--- config.mk ---
export PLATFORM = sky130hd
export DESIGN_NAME = array_sort_check_datapath
export DESIGN_NICKNAME = d
export VERILOG_FILES = /design/src/rtl/array_sort_check_datapath.sv
export SDC_FILE = /design/constraint.sdc
export NUM_CORES = 1
export LEC_CHECK = 0
export CAP_MARGIN = 0
export CORE_ASPECT_RATIO = 1.2
export CORE_MARGIN = 10
export CORE_UTILIZATION = 49
export CTS_BUF_LIST = sky130_fd_sc_hd__clkbuf_8
export CTS_CLUSTER_SIZE = 16
export DETAILED_ROUTE_END_ITERATION = 7
export PLACE_DENSITY = 0.65
export SLEW_MARGIN = 20
export SYNTH_ARGS = -nofsm -noshare
export SYNTH_HDL_FRONTEND = slang
export SYNTH_SLANG_ARGS = --single-unit
--- constraint.sdc ---
create_clock -name clock -period 12 [get_ports clock]
set_input_delay 2.4 -clock clock [delete_from_list [all_inputs] [get_ports clock]]
set_output_delay 2.4 -clock clock [all_outputs]
set_load 0.02 [all_outputs]
--- src/rtl/array_sort_check_datapath.sv ---
`default_nettype none
// ============================================================================
// Module      : array_sort_check_datapath
// Description : Datapath half of the sort-check engine. Holds the array under
//               test, the element-count (length) register and the scan index,
//               and reports whether the pair at index/index+1 is out of order
//               and whether any pair remains to be checked.
//
// Ports       : clock           rising-edge clock
//               reset           asynchronous reset, active low
//               wr_en           array write strobe
//               wr_addr         array write address
//               wr_data         array write data
//               length_in       number of valid elements, sampled on load_input
//               load_input      capture length_in into the length register
//               load_index      update the index register
//               select_index    0: index <- 0, 1: index <- index + 1 (saturating)
//               inversion_found mem[index] > mem[index+1] for a valid pair
//               end_of_array    no pair remains at the current index
//               index           current scan index
//
// Revision    : 1.0 - initial release
// ============================================================================
module array_sort_check_datapath #(
  parameter int DATA_WIDTH = 32,
  parameter int ADDR_WIDTH = 5,
  parameter bit SIGNED_CMP = 1'b1
) (
  input  logic                  clock,
  input  logic                  reset,
  input  logic                  wr_en,
  input  logic [ADDR_WIDTH-1:0] wr_addr,
  input  logic [DATA_WIDTH-1:0] wr_data,
  input  logic [ADDR_WIDTH:0]   length_in,
  input  logic                  load_input,
  input  logic                  load_index,
  input  logic                  select_index,
  output logic                  inversion_found,
  output logic                  end_of_array,
  output logic [ADDR_WIDTH-1:0] index
);

  localparam int                  c_DEPTH     = 1 << ADDR_WIDTH;
  localparam logic [ADDR_WIDTH:0] c_DEPTH_L   = c_DEPTH[ADDR_WIDTH:0];
  localparam logic [ADDR_WIDTH-1:0] c_IDX_MAX = {ADDR_WIDTH{1'b1}};
  localparam logic [ADDR_WIDTH-1:0] c_ONE_A   = {{(ADDR_WIDTH-1){1'b0}}, 1'b1};
  localparam logic [ADDR_WIDTH:0]   c_ONE_L   = {{ADDR_WIDTH{1'b0}}, 1'b1};

  logic [DATA_WIDTH-1:0] r_mem [c_DEPTH];
  logic [ADDR_WIDTH:0]   r_length;
  logic [ADDR_WIDTH-1:0] r_index;

  logic [ADDR_WIDTH-1:0] w_addr_b;
  logic [DATA_WIDTH-1:0] w_rd_a;
  logic [DATA_WIDTH-1:0] w_rd_b;
  logic [ADDR_WIDTH:0]   w_next_pos;
  logic                  w_end;
  logic                  w_gt;

  // Array storage: contents are deliberately not reset.
  always_ff @(posedge clock) begin
    if (wr_en) begin
      r_mem[wr_addr] <= wr_data;
    end
  end

  // Length register, clamped to the array depth.
  always_ff @(posedge clock or negedge reset) begin
    if (!reset) begin
      r_length <= '0;
    end else if (load_input) begin
      if (length_in > c_DEPTH_L) begin
        r_length <= c_DEPTH_L;
      end else begin
        r_length <= length_in;
      end
    end
  end

  // Scan index: clear or saturating increment.
  always_ff @(posedge clock or negedge reset) begin
    if (!reset) begin
      r_index <= '0;
    end else if (load_index) begin
      if (!select_index) begin
        r_index <= '0;
      end else if (r_index != c_IDX_MAX) begin
        r_index <= r_index + c_ONE_A;
      end
    end
  end

  // Second read port wraps modulo depth; any wrapped pair is masked by w_end.
  assign w_addr_b = r_index + c_ONE_A;
  assign w_rd_a   = r_mem[r_index];
  assign w_rd_b   = r_mem[w_addr_b];

  // Evaluated one bit wider so index 2^ADDR_WIDTH-1 + 1 does not overflow.
  assign w_next_pos = {1'b0, r_index} + c_ONE_L;
  assign w_end      = (w_next_pos >= r_length);

  generate
    if (SIGNED_CMP) begin : g_signed_cmp
      assign w_gt = ($signed(w_rd_a) > $signed(w_rd_b));
    end else begin : g_unsigned_cmp
      assign w_gt = (w_rd_a > w_rd_b);
    end
  endgenerate

  assign end_of_array    = w_end;
  assign inversion_found = ~w_end & w_gt;
  assign index           = r_index;

endmodule
`default_nettype wire

==> reports/qor.txt, run 1 <==
Setup-failing EPs final - 0
Multi-input gate area - 0.0168 mm²
RePlAce Congestion - 0.797
Synth Flop Type - edfxtp_1
Final ANT Viol Nets - 0
Crit path DAT - 7530 ps
Worst Clk Skew - 1.59 ps
Crit-path slowest cell - dfrtp_4
Via count - 27,800
Critical Path Sink Type - output port
Post-Route WL - 138,000 µm
Port bufs - 55
Syn Inst Count - 2,480
CTS Hold Bufs - 0
Crit Path Max Fanout - 51
Core footprint - 0.0982 mm²
Unique cell type count in the Yosys netlist - 41
Register area - 0.0310 mm²
Post-DP HPWL - 70,800 µm
Status - complete, no violations
Die footprint - 0.112 mm²
Register area share after synthesis - 64.0%
CP Launch Type - register
Net Switching - 2180 µW
Unrepaired setup endpoints after global routing - false
I/O pins - 56
Clk buf depth - 3
Min Tclk post-route - 9930 ps
Peak Freq - 101 MHz
First-pass GRT wire length - 200,000 µm
Initial antenna violation count - 8
Initial drt markers - 3,601
Nets - 2,667
Yosys warning count - 0
WL/cell - 34.6 µm
Final Cycle Share - 82.8%
Worst hold-check path type - register to register
Async SR Flop Fraction - 1.06%
P_leak - 0.0164 µW
Drt first pass iters - 5
Peak VDD IR - 0.111 mV
Clock latency on the worst-skew pair - 820 ps
Placed Instances - 3,694
Fill count - 7,526
Synthesis-to-layout area growth - 10.8%
Final Hold Vio Count - 0
Finished Core Util - 54.7%
CP peak stage delay - 1060 ps
Resized Gates After CTS - 0
Actual slew at the worst max-slew pin - 1090 ps
H-tree level count - 4
Crit-path cells - buf_4, nand2b_4, buf_4, o221ai_1, nand2_1, nand2_1, o221ai_1, o21ai_0, ha_1, a21oi_1, a21boi_0, o311a_1, a211o_1, mux2i_1, clkdlybuf4s50_1
Post-CTS setup buffers - 0
Comb power frac - 17.4%
Fin cells - 3,986
Grt ovf - 0
Syn Nets - 2,569
# DRC - 0
Die Span Y - 365 µm
Final TNS setup - 0 ps
Starting Density - 49.3%
CTS root buf - clkbuf_8
Post-synthesis cell area - 0.0485 mm²
Vias in the first global route - 28,700
Worst EP required - 9600 ps
Gr usage total - 24.7%
Placed cell areas - 0.0506 mm²
Pwr/cell area - 156 mW/mm²
Site row count - 126
Max Cap Viol - 0
Sinks on the clock net - 1,035
Die X - 307 µm
Clock share of power - 34.2%
Share of power burned in registers - 48.5%
EDFF count, synth - 1,024
Setup CP Type - register to output port
Layout cells sized above 1 - 30.1%
Sw Ratio - 25.9%
Final instance area - 0.0537 mm²
Synthesized flop and latch total - 1,035
Clock-pin transition on the worst setup and hold timing paths - 60 ps
Inserted Clock Buffers - 161
Final-report max-slew violation count - 0
Largest net degree at the start of global routing - 154
TritonCTS clock tree - yes
Routed vias/inst - 6.98
Internal power - 6220 µW
Slew HR - 26.8%
Avg Cell Area, Syn - 19.5 µm²
==> metrics by stage <==
stage	setup slack, ps	power [µW]	hold WS, ps
after floorplan	5580	5200	502
after global placement	3000	5590	528
after detailed placement	3060	5610	540
after CTS	2110	8450	556
after global routing	1860	8710	573
final	2070	8400	548
==> cells in the mapped netlist, types with 2 or more instances <==
cell / instances / area [µm²]
buf_4: 24 / 180
nand3b_1: 10 / 75.1
clkbuf_1: 90 / 338
buf_6: 3 / 33.8
a31oi_1: 2 / 12.5
a21o_1: 5 / 37.5
nand2b_1: 4 / 25.0
o21ai_0: 78 / 390
nor2b_1: 2 / 12.5
buf_2: 59 / 295
mux2i_1: 227 / 2270
buf_1: 13 / 48.8
or3b_2: 2 / 17.5
mux4_2: 479 / 10800
o221ai_1: 127 / 1110
a21oi_1: 48 / 240
ha_1: 40 / 500
nor3_1: 2 / 10.0
o22ai_1: 35 / 219
nor2_1: 38 / 143
nand3_1: 9 / 45.0
nor4_1: 3 / 18.8
dfrtp_1: 11 / 275
edfxtp_1: 1024 / 30700
inv_1: 12 / 45.0
nand4_1: 5 / 31.3
nand2_1: 113 / 424
o211ai_1: 2 / 15.0
==> final cells by class <==
class,instances,share of cell area (%)
sequential,1035,57.8
multi-input combinational,1244,31.3
clock buffer,168,4.31
tap,1280,2.98
timing repair buffer,124,2.12
clock inverter,119,1.38
inverter,12,0.0839
antenna,4,0.0186
==> critical path, delay by kind of cell, from the launching register on <==
kind | cells | cell delay, ps
simple gates | 3 | 980
fa+ha+maj | 1 | 380
flops | 1 | 1060
compound gates | 7 | 1940
mux | 1 | 330
buf+inv | 3 | 1920
==> sequential cells by signal, indices dropped and copies added, names as in the netlist <==
signal,count
r_length,6
index,5
r_mem,1024
==> path summary, 6_finish.rpt <==
kind                            cells after the start               startpoint  slack (ps)                      end
worst max-delay path                               15     index[1]$_DFFE_PN0P_        2070          inversion_found
worst min-delay path                                2  r_length[2]$_DFFE_PN0P_         550  r_length[2]$_DFFE_PN0P_
worst max register to register                      7     index[1]$_DFFE_PN0P_        8550     index[3]$_DFFE_PN0P_
worst min register to register                      2  r_length[2]$_DFFE_PN0P_         550  r_length[2]$_DFFE_PN0P_
max in group asynchronous                           1                    reset        9560     index[3]$_DFFE_PN0P_
min in group asynchronous                           1                    reset        1950  r_length[2]$_DFFE_PN0P_
==> power groups by stage <==
stage               Sequential, µW  Clock, µW  Combinational [µW]
finish                        4070       2870                1460
global route                  4070       3080                1560
CTS                           4070       2920                1470
detailed placement            4140          0                1460
global placement              4140          0                1450
floorplan                     4110          0                1090
==> kinds of logic after synthesis <==
group	count (synthesis)	share of synthesized area [%]
flops	1035	64.0
mux	707	27.0
compound gates	303	4.29
buf+inv	201	1.94
simple gates	192	1.71
fa+ha+maj	40	1.03
xor+xnor	2	0.0516
==> per-layer routing <==
| metal | global-route usage, % | wire, µm | vias to the layer above |
|---|---|---|---|
| met4 | 8.51 | 4020 | 8 |
| met5 | 0 | 48 | - |
| met1 | 33.0 | 53400 | 14900 |
| met2 | 40.1 | 67500 | 1588 |
| met3 | 5.50 | 13000 | 286 |
| li1 | - | - | 11000 |
==> layout by cell type (no fill, tap or decap), types with 32 or more instances in the layout <==
cell type,n
clkdlybuf4s50_1,52
a21oi_1,48
mux4_2,479
clkinv_1,34
mux2i_1,227
clkbuf_8,168
nor2_4,32
o221ai_1,127
buf_4,63
edfxtp_1,1024
o21ai_0,78
inv_1,52
o22ai_1,35
nand2_1,112
ha_1,38
Power figures use the tool's default switching activity.
==> run 2: changes to the inputs <==
--- a/config.mk
+++ b/config.mk
@@ -12,7 +12,7 @@
 export CTS_BUF_LIST = sky130_fd_sc_hd__clkbuf_8
 export CTS_CLUSTER_SIZE = 16
 export DETAILED_ROUTE_END_ITERATION = 7
-export PLACE_DENSITY = 0.65
+export PLACE_DENSITY = 0.67
 export SLEW_MARGIN = 20
 export SYNTH_ARGS = -nofsm -noshare
 export SYNTH_HDL_FRONTEND = slang
==> constraint.sdc (replaced) <==
create_clock -name clock -period 9 [get_ports clock]
set_input_delay 1.8 -clock clock [delete_from_list [all_inputs] [get_ports clock]]
set_output_delay 1.8 -clock clock [all_outputs]
set_load 0.02 [all_outputs]
==> reports/qor.txt, run 2 (synthesized netlist as in run 1, its figures left out) <==
Status - complete, no violations
Clock-pin transition on the worst setup and hold timing paths - 60 ps (about the same)
Starting Density - 49.3% (unchanged)
Die footprint - 0.112 mm² (unchanged)
CTS root buf - clkbuf_8
Die Span Y - 365 µm (unchanged)
Unrepaired setup endpoints after global routing - false
H-tree level count - 4 (unchanged)
Via count - 27,700 (-0.44%)
Peak Freq - 115 MHz
Crit path DAT - 6860 ps (-670 ps)
CP Launch Type - register
Grt ovf - 0 (unchanged)
Clock latency on the worst-skew pair - 810 ps (about the same)
Final Cycle Share - 96.2%
TritonCTS clock tree - yes
Final Hold Vio Count - 0 (unchanged)
Final-report max-slew violation count - 0 (unchanged)
RR Endpoint - index[4]$_DFFE_PN0P_
Critical path's top delay family - buffers and inverters
Hold path start - r_length[4]$_DFFE_PN0P_
Commonest non-fill, non-tap cells in the layout - 1,024 x edfxtp_1, 479 x mux4_2, 227 x mux2i_1
Routed vias/inst - 6.93 (-0.74%)
Worst EP required - 7200 ps (-2400 ps)
Setup CP Type - register to output port
Post-DP HPWL - 72,900 µm (+3.0%)
Die X - 307 µm (unchanged)
Finished Core Util - 54.9% (+0.18 points)
Most common cell after layout, fill and taps aside - edfxtp_1
WP buf/inv - 3 (unchanged)
Largest net degree at the start of global routing - 118 (-23%)
Synthesis-to-layout area growth - 11.2%
WHS Path Cells - 2 (unchanged)
Final TNS setup - 0 ps (unchanged)
Final Total Pwr - 11,200 µW (+33%)
Placed cell areas - 0.0508 mm² (+0.40%)
Final ANT Viol Nets - 0 (unchanged)
Initial antenna violation count - 2 (-6)
Crit Path Max Fanout - 46 (-9.8%)
Max reg flops - 1,024 (unchanged)
Layout cells sized above 1 - 30.3% (+0.26 points)
CTS Hold Bufs - 0 (unchanged)
Most used cell, CP - buf_4
Slew HR - 22.1% (-4.6 points)
P_leak - 0.0165 µW (+0.89%)
Vias in the first global route - 29,000 (+0.94%)
WL/cell - 34.3 µm (-1.0%)
Post-Route WL - 137,000 µm (-0.72%)
Port bufs - 55 (unchanged)
Hold path endpoint - r_length[4]$_DFFE_PN0P_
Min Tclk post-route - 8660 ps
Setup-failing EPs final - 0 (unchanged)
Reg with most FFs - r_mem
Clk buf depth - 3 (unchanged)
Worst Clk Skew - 2.40 ps (+0.808 ps)
Gr usage total - 24.6% (-0.16 points)
Peak VDD IR - 0.146 mV (+31%)
Worst hold-check path type - register to register
Final instance area - 0.0539 mm² (+0.34%)
Hold Slack - 551 ps (+3.29 ps)
Actual slew at the worst max-slew pin - 1160 ps (+75.6 ps)
RePlAce Congestion - 0.818 (+2.7%)
R2R Setup Slk - 6530 ps (-2020 ps)
R2R depth - 7 (unchanged)
Core footprint - 0.0982 mm² (unchanged)
Crit-path slowest cell - a21boi_0
Drt first pass iters - 6 (+1)
First-pass GRT wire length - 199,000 µm (-0.67%)
Nets - 2,682 (+0.56%)
CP peak stage delay - 800 ps (-260 ps)
Critical Path Sink Type - output port
Fill count - 7,365 (-2.1%)
Inserted Clock Buffers - 160 (-0.62%)
# DRC - 0 (unchanged)
I/O pins - 56 (unchanged)
Site row count - 126 (unchanged)
Worst r2r src - index[0]$_DFFE_PN0P_
Crit-path cells - buf_4, buf_4, mux4_2, o221ai_1, o21ai_0, ha_1, a21oi_1, a21boi_0, o311a_1, a211o_1, mux2i_1, clkdlybuf4s50_1
Sinks on the clock net - 1,035 (unchanged)
Initial drt markers - 3,641 (+1.1%)
Max Cap Viol - 0 (unchanged)
Pwr/cell area - 207 mW/mm² (+32%)
-- run 2: changes by cell type in the layout (fill, tap and decap cells not counted), sizes merged, moves of 3 or more --
cell | before | now
clkinv | 59 | 49
buf | 72 | 90
clkdlybuf4s50 | 52 | 49
inv | 58 | 67
-- run 2: worst max path at each step --
stage	startpoint	endpoint	slack [ps]	cells after the start
global placement	index[0]$_DFFE_PN0P_	inversion_found	660	13
floorplan	index[0]$_DFFE_PN0P_	inversion_found	3180	14
CTS	index[0]$_DFFE_PN0P_	inversion_found	30	14
global route	index[0]$_DFFE_PN0P_	inversion_found	2	13
detailed placement	index[0]$_DFFE_PN0P_	inversion_found	690	13
finish	index[0]$_DFFE_PN0P_	inversion_found	340	12
-- run 2: timing repair --
item / in CTS / in global routing
pin swaps: 0 / 1
buffers inserted: 0 / 1
endpoints found under the setup margin: 1 / 1
gates resized for setup: 3 / 1
cloned: 0 / 1
-- run 2: power breakdown --
| part | total (µW) | switching [µW] | leakage, µW | internal, µW |
|---|---|---|---|---|
| clock | 3720 | 1800 | 0.00174 | 1920 |
| sequential | 5410 | 43.8 | 0.00936 | 5370 |
| combinational | 2020 | 1030 | 0.00545 | 990 |
| total | 11200 | 2870 | 0.0165 | 8280 |
-- run 2: worst min-delay path, stage by stage (launching register included) --
cell and delay (ps):
dfrtp_1 330, inv_1 50, o21ai_0 140
-- run 2: layout make-up --
class	count	area (µm²)	share of cell area (%)
sequential	1035	31000	57.6
multi-input combinational	1244	16800	31.2
clock buffer	168	2310	4.29
tap	1280	1600	2.97
timing repair buffer	140	1390	2.57
clock inverter	116	667	1.24
inverter	12	46.3	0.0859
antenna	3	7.51	0.0139
-- run 2: metrics by stage --
stage / std cells / setup slack, ps
4_1_cts: 3992 / 30.6
2_1_floorplan: 2480 / 3180
3_3_place_gp: 3708 / 663
3_5_place_dp: 3708 / 695
6_report: 3998 / 338
5_1_grt: 3996 / 2.24
-- run 2: routing by layer --
layer	wire (µm)	GRT usage (%)
met4	5750	11.2
met5	0	0
met3	13800	5.37
met2	67200	40.0
met1	50300	31.6
